--- config.mk ---
export PLATFORM = sky130hd
export DESIGN_NAME = nand_prog_seq
export DESIGN_NICKNAME = d
export VERILOG_FILES = /design/src/rtl/nand_prog_seq.sv
export SDC_FILE = /design/constraint.sdc
export NUM_CORES = 1
export LEC_CHECK = 0
export ABC_AREA = 0
export BUFFER_PORTS_ARGS = -buffer_cell sky130_fd_sc_hd__buf_4
export CAP_MARGIN = 0
export CORE_MARGIN = 2
export CORE_UTILIZATION = 34
export DETAILED_ROUTE_END_ITERATION = 12
export GPL_TIMING_DRIVEN = 0
export PLACE_DENSITY = 0.55
export SKIP_CTS_REPAIR_TIMING = 1
export SKIP_LAST_GASP = 1
export SLEW_MARGIN = 20
export SYNTH_ARGS = -nofsm -noshare
export SYNTH_HDL_FRONTEND = slang
export SYNTH_SLANG_ARGS = --single-unit
--- constraint.sdc ---
create_clock -name clk -period 2.9 [get_ports clk]
set_input_delay 0.29 -clock clk [delete_from_list [all_inputs] [get_ports clk]]
set_output_delay 0.29 -clock clk [all_outputs]
set_load 0.02 [all_outputs]
--- src/rtl/nand_prog_seq.sv ---
// nand_prog_seq: sequencer for one NAND page-program operation.
// Drives the toggle engine via a req/ack bus-cycle handshake.
module nand_prog_seq #(
  parameter int PAGE_BYTES = 2048,
  parameter int TWB_CYCLES = 16,
  parameter int RB_TIMEOUT = 120000
) (
  input  logic        clk,
  input  logic        reset,
  input  logic        prog_start,
  input  logic [11:0] col_addr,
  input  logic [23:0] row_addr,
  input  logic [11:0] byte_count,
  input  logic        buf_valid,
  input  logic [7:0]  buf_data,
  output logic        buf_rd,
  input  logic        NandReady,
  output logic        cyc_req,
  output logic [1:0]  cyc_type,
  output logic [7:0]  cyc_data,
  input  logic        cyc_ack,
  input  logic [7:0]  cyc_rdata,
  output logic        busy,
  output logic        WriteDone,
  output logic        prog_fail,
  output logic        timeout_err,
  output logic [3:0]  state_dbg
);

  typedef enum logic [3:0] {
    IDLE    = 4'd0,
    CMD80   = 4'd1,
    ADDR    = 4'd2,
    DATA    = 4'd3,
    CMD10   = 4'd4,
    TWB     = 4'd5,
    WAIT_RB = 4'd6,
    CMD70   = 4'd7,
    STAT    = 4'd8,
    DONE    = 4'd9
  } state_t;

  localparam logic [1:0] T_CMD = 2'b00;
  localparam logic [1:0] T_ADR = 2'b01;
  localparam logic [1:0] T_DWR = 2'b10;
  localparam logic [1:0] T_DRD = 2'b11;

  localparam logic [12:0] PB = 13'(PAGE_BYTES);
  localparam logic [19:0] TWB_LAST = 20'(TWB_CYCLES - 1);
  localparam logic [19:0] RB_LAST = 20'(RB_TIMEOUT - 1);

  state_t      state, state_n;
  logic        req_n, rd_n, busy_n;
  logic        done_n, fail_n, tmo_n;
  logic [1:0]  type_n;
  logic [7:0]  data_n;
  logic [11:0] col_q, col_n;
  logic [23:0] row_q, row_n;
  logic [11:0] max_q, max_n;
  logic [11:0] bcnt_q, bcnt_n;
  logic [2:0]  acnt_q, acnt_n;
  logic [19:0] tcnt_q, tcnt_n;
  logic        rb_meta, rb_sync;
  logic        acked;
  logic [7:0]  addr_byte;

  assign acked = cyc_req & cyc_ack;
  assign state_dbg = state;

  // two-flop synchronizer for the asynchronous R/B# pin
  always_ff @(posedge clk or negedge reset) begin
    if (!reset) begin
      rb_meta <= 1'b0;
      rb_sync <= 1'b0;
    end else begin
      rb_meta <= NandReady;
      rb_sync <= rb_meta;
    end
  end

  // address byte for the current address cycle
  always_comb begin
    addr_byte = 8'h00;
    unique case (acnt_q)
      3'd0: addr_byte = col_q[7:0];
      3'd1: addr_byte = {4'h0, col_q[11:8]};
      3'd2: addr_byte = row_q[7:0];
      3'd3: addr_byte = row_q[15:8];
      3'd4: addr_byte = row_q[23:16];
      default: addr_byte = 8'h00;
    endcase
  end

  // next-state and next-output logic
  always_comb begin
    state_n = state;
    req_n   = cyc_req;
    type_n  = cyc_type;
    data_n  = cyc_data;
    rd_n    = 1'b0;
    busy_n  = busy;
    done_n  = 1'b0;
    fail_n  = prog_fail;
    tmo_n   = timeout_err;
    col_n   = col_q;
    row_n   = row_q;
    max_n   = max_q;
    bcnt_n  = bcnt_q;
    acnt_n  = acnt_q;
    tcnt_n  = tcnt_q;
    if (acked) req_n = 1'b0;
    case (state)
      IDLE: begin
        if (prog_start) begin
          col_n   = col_addr;
          row_n   = row_addr;
          max_n   = ({1'b0, byte_count} > PB) ? PB[11:0] : byte_count;
          fail_n  = 1'b0;
          tmo_n   = 1'b0;
          busy_n  = 1'b1;
          bcnt_n  = 12'd0;
          acnt_n  = 3'd0;
          tcnt_n  = 20'd0;
          req_n   = 1'b1;
          type_n  = T_CMD;
          data_n  = 8'h80;
          state_n = CMD80;
        end
      end
      CMD80: begin
        if (acked) state_n = ADDR;
      end
      ADDR: begin
        if (acked) begin
          if (acnt_q == 3'd4) begin
            acnt_n  = 3'd0;
            state_n = (max_q == 12'd0) ? CMD10 : DATA;
          end else begin
            acnt_n = acnt_q + 3'd1;
          end
        end else if (!cyc_req) begin
          req_n  = 1'b1;
          type_n = T_ADR;
          data_n = addr_byte;
        end
      end
      DATA: begin
        if (acked) begin
          bcnt_n = bcnt_q + 12'd1;
          if (bcnt_q + 12'd1 == max_q) state_n = CMD10;
        end else if (buf_rd) begin
          req_n  = 1'b1;
          type_n = T_DWR;
        end else if (!cyc_req && buf_valid) begin
          rd_n   = 1'b1;
          data_n = buf_data;
        end
      end
      CMD10: begin
        if (acked) begin
          tcnt_n  = 20'd0;
          state_n = TWB;
        end else if (!cyc_req) begin
          req_n  = 1'b1;
          type_n = T_CMD;
          data_n = 8'h10;
        end
      end
      TWB: begin
        if (tcnt_q == TWB_LAST) begin
          tcnt_n  = 20'd0;
          state_n = WAIT_RB;
        end else begin
          tcnt_n = tcnt_q + 20'd1;
        end
      end
      WAIT_RB: begin
        if (rb_sync) begin
          tcnt_n  = 20'd0;
          state_n = CMD70;
        end else if (tcnt_q == RB_LAST) begin
          tcnt_n  = 20'd0;
          fail_n  = 1'b1;
          tmo_n   = 1'b1;
          done_n  = 1'b1;
          state_n = DONE;
        end else begin
          tcnt_n = tcnt_q + 20'd1;
        end
      end
      CMD70: begin
        if (acked) begin
          state_n = STAT;
        end else if (!cyc_req) begin
          req_n  = 1'b1;
          type_n = T_CMD;
          data_n = 8'h70;
        end
      end
      STAT: begin
        if (acked) begin
          fail_n  = cyc_rdata[0];
          done_n  = 1'b1;
          state_n = DONE;
        end else if (!cyc_req) begin
          req_n  = 1'b1;
          type_n = T_DRD;
          data_n = 8'h00;
        end
      end
      DONE: begin
        busy_n  = 1'b0;
        state_n = IDLE;
      end
      default: state_n = IDLE;
    endcase
  end

  // state, counters and registered outputs
  always_ff @(posedge clk or negedge reset) begin
    if (!reset) begin
      state       <= IDLE;
      cyc_req     <= 1'b0;
      cyc_type    <= 2'b00;
      cyc_data    <= 8'h00;
      buf_rd      <= 1'b0;
      busy        <= 1'b0;
      WriteDone   <= 1'b0;
      prog_fail   <= 1'b0;
      timeout_err <= 1'b0;
      col_q       <= 12'd0;
      row_q       <= 24'd0;
      max_q       <= 12'd0;
      bcnt_q      <= 12'd0;
      acnt_q      <= 3'd0;
      tcnt_q      <= 20'd0;
    end else begin
      state       <= state_n;
      cyc_req     <= req_n;
      cyc_type    <= type_n;
      cyc_data    <= data_n;
      buf_rd      <= rd_n;
      busy        <= busy_n;
      WriteDone   <= done_n;
      prog_fail   <= fail_n;
      timeout_err <= tmo_n;
      col_q       <= col_n;
      row_q       <= row_n;
      max_q       <= max_n;
      bcnt_q      <= bcnt_n;
      acnt_q      <= acnt_n;
      tcnt_q      <= tcnt_n;
    end
  end

endmodule

* Yosys cells after proc, flatten, opt, wreduce, memory -nomap -nowiden
Cells that the tools add are included.
Operators by class: reduce and logical (&&, ||, !) cells 25, $add $sub $neg 3, muxes and demuxes 75, order comparisons 1, bitwise gates (word level) 1, eq/ne operators 43
Operators by type and width (number):
- 20-bit 2-to-1 mux | 5
- 8-bit 2-to-1 mux | 12
- 20-bit one-hot mux with 4 select lines | 1
- 2-bit != test, second input constant | 26
- 4-bit 2-to-1 mux | 12
- 8-bit one-hot mux with 6 select lines | 1
- 8-bit one-hot mux with 5 select lines | 1
- 12-bit 2-to-1 mux | 3
- 4-bit one-hot mux with 9 select lines | 1
- 12-bit one-hot mux with 2 select lines | 1
- 20-bit by 1-bit adder with 20-bit output, second input constant | 1
- 20-bit by 17-bit equality test with 1-bit output, second input constant | 1
- 20-bit by 4-bit equality test with 1-bit output, second input constant | 1
- 1-bit 2-to-1 mux | 18
- 2-bit 2-to-1 mux | 9
- 4-bit by 3-bit equality test with 1-bit output, second input constant | 4
- 13-bit AND reduction | 1
- 12-bit by 1-bit adder with 12-bit output, second input constant | 1
- 12-bit equality test | 1
- 12-bit > comparator, second input constant | 1
- 12-bit logical NOT | 1
- 3-bit 2-to-1 mux | 4
- 11-bit AND reduction | 1
- 2-bit one-hot mux with 5 select lines | 1
- 28 further kinds | 40
Storage, ports and cells: flip-flop bits (word level) 105, output and inout port bits 20, word-level logic and storage cells 165, input port bits 70

* Logic depth before layout (Yosys ltp)
depth in word-level cells 6, mapped depth 9

* Worst setup path after synthesis
Ideal clock, no wire load.
path type flip-flop to flip-flop, start point register state[0] (netlist: state_dbg[0]), end point register cyc_data[0], period minus slack after synthesis 2.344 ns, path slack 0.556 ns, data arrival time 2.219 ns, library setup time 0.125 ns, required time 2.775 ns, stages on the path, launching flop included 10, path buffers 2, path through dfrtp_1 > buf_2 > inv_2 > nand2_1 > or3_4 > o32a_2 > and2_1 > buf_6 > o22ai_4 > mux2_2
Between the ends: longest elaborated chain between the ends 3, elaborated cells on any way between the ends 21, classes of those cells 17 x eq/ne; 1 x mux; 3 x reduce/logical
RTL lines:
- from (decl) | line 52 | state_t state, state_n;
- from (signal assigned) | line 238 | state <= state_n;
- 4-bit equality test, or another cell as far along | line 112 | case (state)
- 6-bit nonzero test (no line) / 2-bit != test (equally long branches)
- 13-bit AND reduction (no line)
- to (signal assigned) | line 241 | cyc_data <= data_n;
- to (decl) | line 20 | output logic [7:0] cyc_data,
Parallel ways exist; a longest one is shown, timed or not. A chain may end at the register's enable or synchronous reset.

* Worst setup path after layout
start point register state[0] (netlist: state_dbg[0]), end point register cyc_data[5]
Same word-level chain as after synthesis.

==> out/qor.yml <==
status:
  status: "complete, no violations"
clock_tree:
  clockBufferDepth: 2
  clkLatencyLatePin_ns: 0.35
  htree_levels: 3
  clock-sinks: 105
  cts_tree: "built"
  cts-buffers-inserted: 9
  clkTransAtPathRegs_ns: 0.07
  cts-root-buf: "clkbuf_16"
grt:
  track_usage_pct: 18.4
  grt_pass1_vias: 4911
  grt_antenna_before_repair: 0
  grt_pass1_wl_um: 25700
  grt_max_degree: 106
  grt-ovfl-total: 0
setup_path:
  cp_data_required_time_ns: 3.14
  r2r-start: "state_dbg[0]"
  worstPathMaxFanout: 9
  startpoint: "state_dbg[0]"
  worstPathArrival_ns: 2.95
  crit_type: "flip-flop to flip-flop"
  crit_path_end_kind: "flip-flop"
  crit_path_start_kind: "flip-flop"
synth:
  synth.distinct_cells: 64
  syn_inst: 636
  ys_ff_latch: 105
  seq_area_frac_synth_pct: 46.6
  synth_edf_count: 0
  synth-simple-area-share_pct: 25.4
  yosysWarnings: 0
  avgSynthCellArea_um2: 8.87
  synth.area.top_cells: "dfrtp_1 47%, nand2_1 11%, o21ai_0 4.1%"
  syn_area_mm2: 0.00564
  yosysTopAreaCell: "dfrtp_1"
  synth_mux_area_share_pct: 2.17
  yosys.area.top_type_share_pct: 46.6
  synth-xor-area-share_pct: 3.41
  async_flop_share_pct: 100
  synth_fa_ha_area_share_pct: 1.77
  synth_compound_area_share_pct: 17.3
  syn_nets: 714
  synth_top_family_by_area: "simple AND/OR/NAND/NOR gates"
  synthFlopType: "dfrtp_1"
layout:
  fin_util_pct: 42.2
  num_antenna_cells: 0
  layout_common_cells: "159 x nand2_1, 105 x dfrtp_1, 83 x buf_4"
  final_common_cell: "nand2_1"
  drive_gt1_share_pct: 18.2
  syn2layout_area_growth_pct: 22.6
  final_nets: 809
timing:
  hold_violations: 0
  setup_viol: 0
  slew_headroom_pct: 48.7
  tightest_slew_ns: 0.769
  clock-skew-final_ns: 0.00802
  achievable-frequency_ghz: 0.369
  hold_slack_ns: 0.0396
  rsz0062_at_grt: "no"
  post-route-period-util_pct: 93.4
  drv_slew: 0
  final.min_clock_period_ns: 2.71
  tns_ns: 0
die:
  dieWidth_um: 133
  io_pins: 90
  num_rows: 47
  core-area_mm2: 0.0164
  die-area_mm2: 0.0176
  start_util_pct: 34.4
  die_h_um: 133
drt:
  vias: 5153
  dr.pass1.iters: 5
  routed_wl_um: 16100
  vias_per_cell: 5.39
  drt_iter0_markers: 433
  remaining_drc_errors: 0
  wire_per_inst_um: 16.9
  antenna_left: 0
pwr:
  p_leak_nw: 3.19
  power_frac_clock_pct: 21.2
  p_int_mw: 3.97
  ir_drop_mv: 0.453
  p_per_area_mw_per_mm2: 971
  power.share.sequential_pct: 34.1
  netSwitchingFraction_pct: 40.9
  power.share.combinational_pct: 44.8
  total_power_mw: 6.72
  power.switching_mw: 2.75
job:
  drv_cap: 0
placed_design:
  dp.final_hpwl_um: 11600
  gp_congestion: 0.902
  portBuffers: 82
worst_hold_path:
  hold_path.startpoint: "NandReady"
  hp-class: "input port to flip-flop"
worst max-delay path, cell delays in order (launching register included):
cell and delay, ns:
dfrtp_1 0.38, buf_2 0.19, nor4b_2 0.60, nand2_1 0.12
o311a_1 0.26, and2_1 0.22, buf_6 0.14, o22ai_4 0.30
mux2_2 0.39
Yosys cell counts, drive strengths merged (2+ instances only):
master  count
o32ai       2
and2        5
nor2       46
nand2b      7
ha          8
a31o        3
dfrtp     105
nand4       4
nor3        8
a32oi       3
o32a        3
a21oi      24
mux2       10
nand3      30
nor4       13
o31ai      11
and4        2
a22o       16
buf        13
nand3b      3
xnor2      11
xor2       11
a21o        2
nor2b       2
or3         4
o22ai       7
nor3b       4
o21ai      46
or4         2
a221oi      4
nand2     159
a222oi      6
a31oi       5
inv        13
or2         3
clkbuf     19
and3       10
registers in the layout, indices dropped and copies added, names as in the netlist, 2 cells and up:
signal,count
cyc_type,2
cyc_data,8
state_dbg,4
col_q,12
row_q,24
bcnt_q,12
tcnt_q,20
acnt_q,3
max_q,12
metal layers:
metal / GRT usage (%) / share of wire (%) / up-vias
met5: 0 / 0 / -
met4: 4.90 / 1.2 / 0
met3: 4.10 / 5.7 / 10
met2: 28.6 / 46 / 154
met1: 25.9 / 47 / 2547
li1: - / - / 2442
power by group through the flow:
stage | combinational (mW) | sequential (mW) | clock (mW)
finish | 3.01 | 2.29 | 1.42
global route | 3.31 | 2.34 | 1.52
CTS | 3.00 | 2.28 | 1.47
detailed placement | 2.99 | 2.30 | 0
global placement | 2.93 | 2.29 | 0
floorplan | 2.00 | 2.30 | 0
cells by family (layout without fill, tap and decap cells):
group,count (synthesis),count (layout)
simple gates,304,304
compound gates,141,141
flops,105,105
buf+inv,45,145
xor+xnor,22,22
mux,11,11
fa+ha+maj,8,8
final cells by class:
| cell class | count | area (um2) |
|---|---|---|
| Inverter | 13 | 48.8 |
| Buffer | 32 | 140 |
| Sequential cell | 105 | 2630 |
| Tap cell | 220 | 275 |
| Clock inverter | 6 | 115 |
| Clock buffer | 10 | 229 |
| Fill cell | 1634 | 9490 |
| Multi-Input combinational cell | 486 | 2830 |
| Timing Repair Buffer | 84 | 657 |
per-stage QoR:
step	worst slack [ns]	instances	area [um2]
5_1_grt	0.0823	956	6920
4_1_cts	0.255	954	6880
6_report	0.190	956	6920
2_1_floorplan	0.556	636	5640
3_3_place_gp	0.291	938	6540
3_5_place_dp	0.263	938	6540
worst paths after layout:
check                         endpoint  cells past startpoint  slack, ns
max                        cyc_data[5]                      8       0.19
min                            rb_meta                      1       0.04
max reg2reg                cyc_data[5]                      8       0.19
min reg2reg                    rb_sync                      0       0.35
max in group asynchronous     col_q[6]                      3       1.82
min in group asynchronous     max_q[0]                      2       0.42
Power figures use the tool's default switching activity.
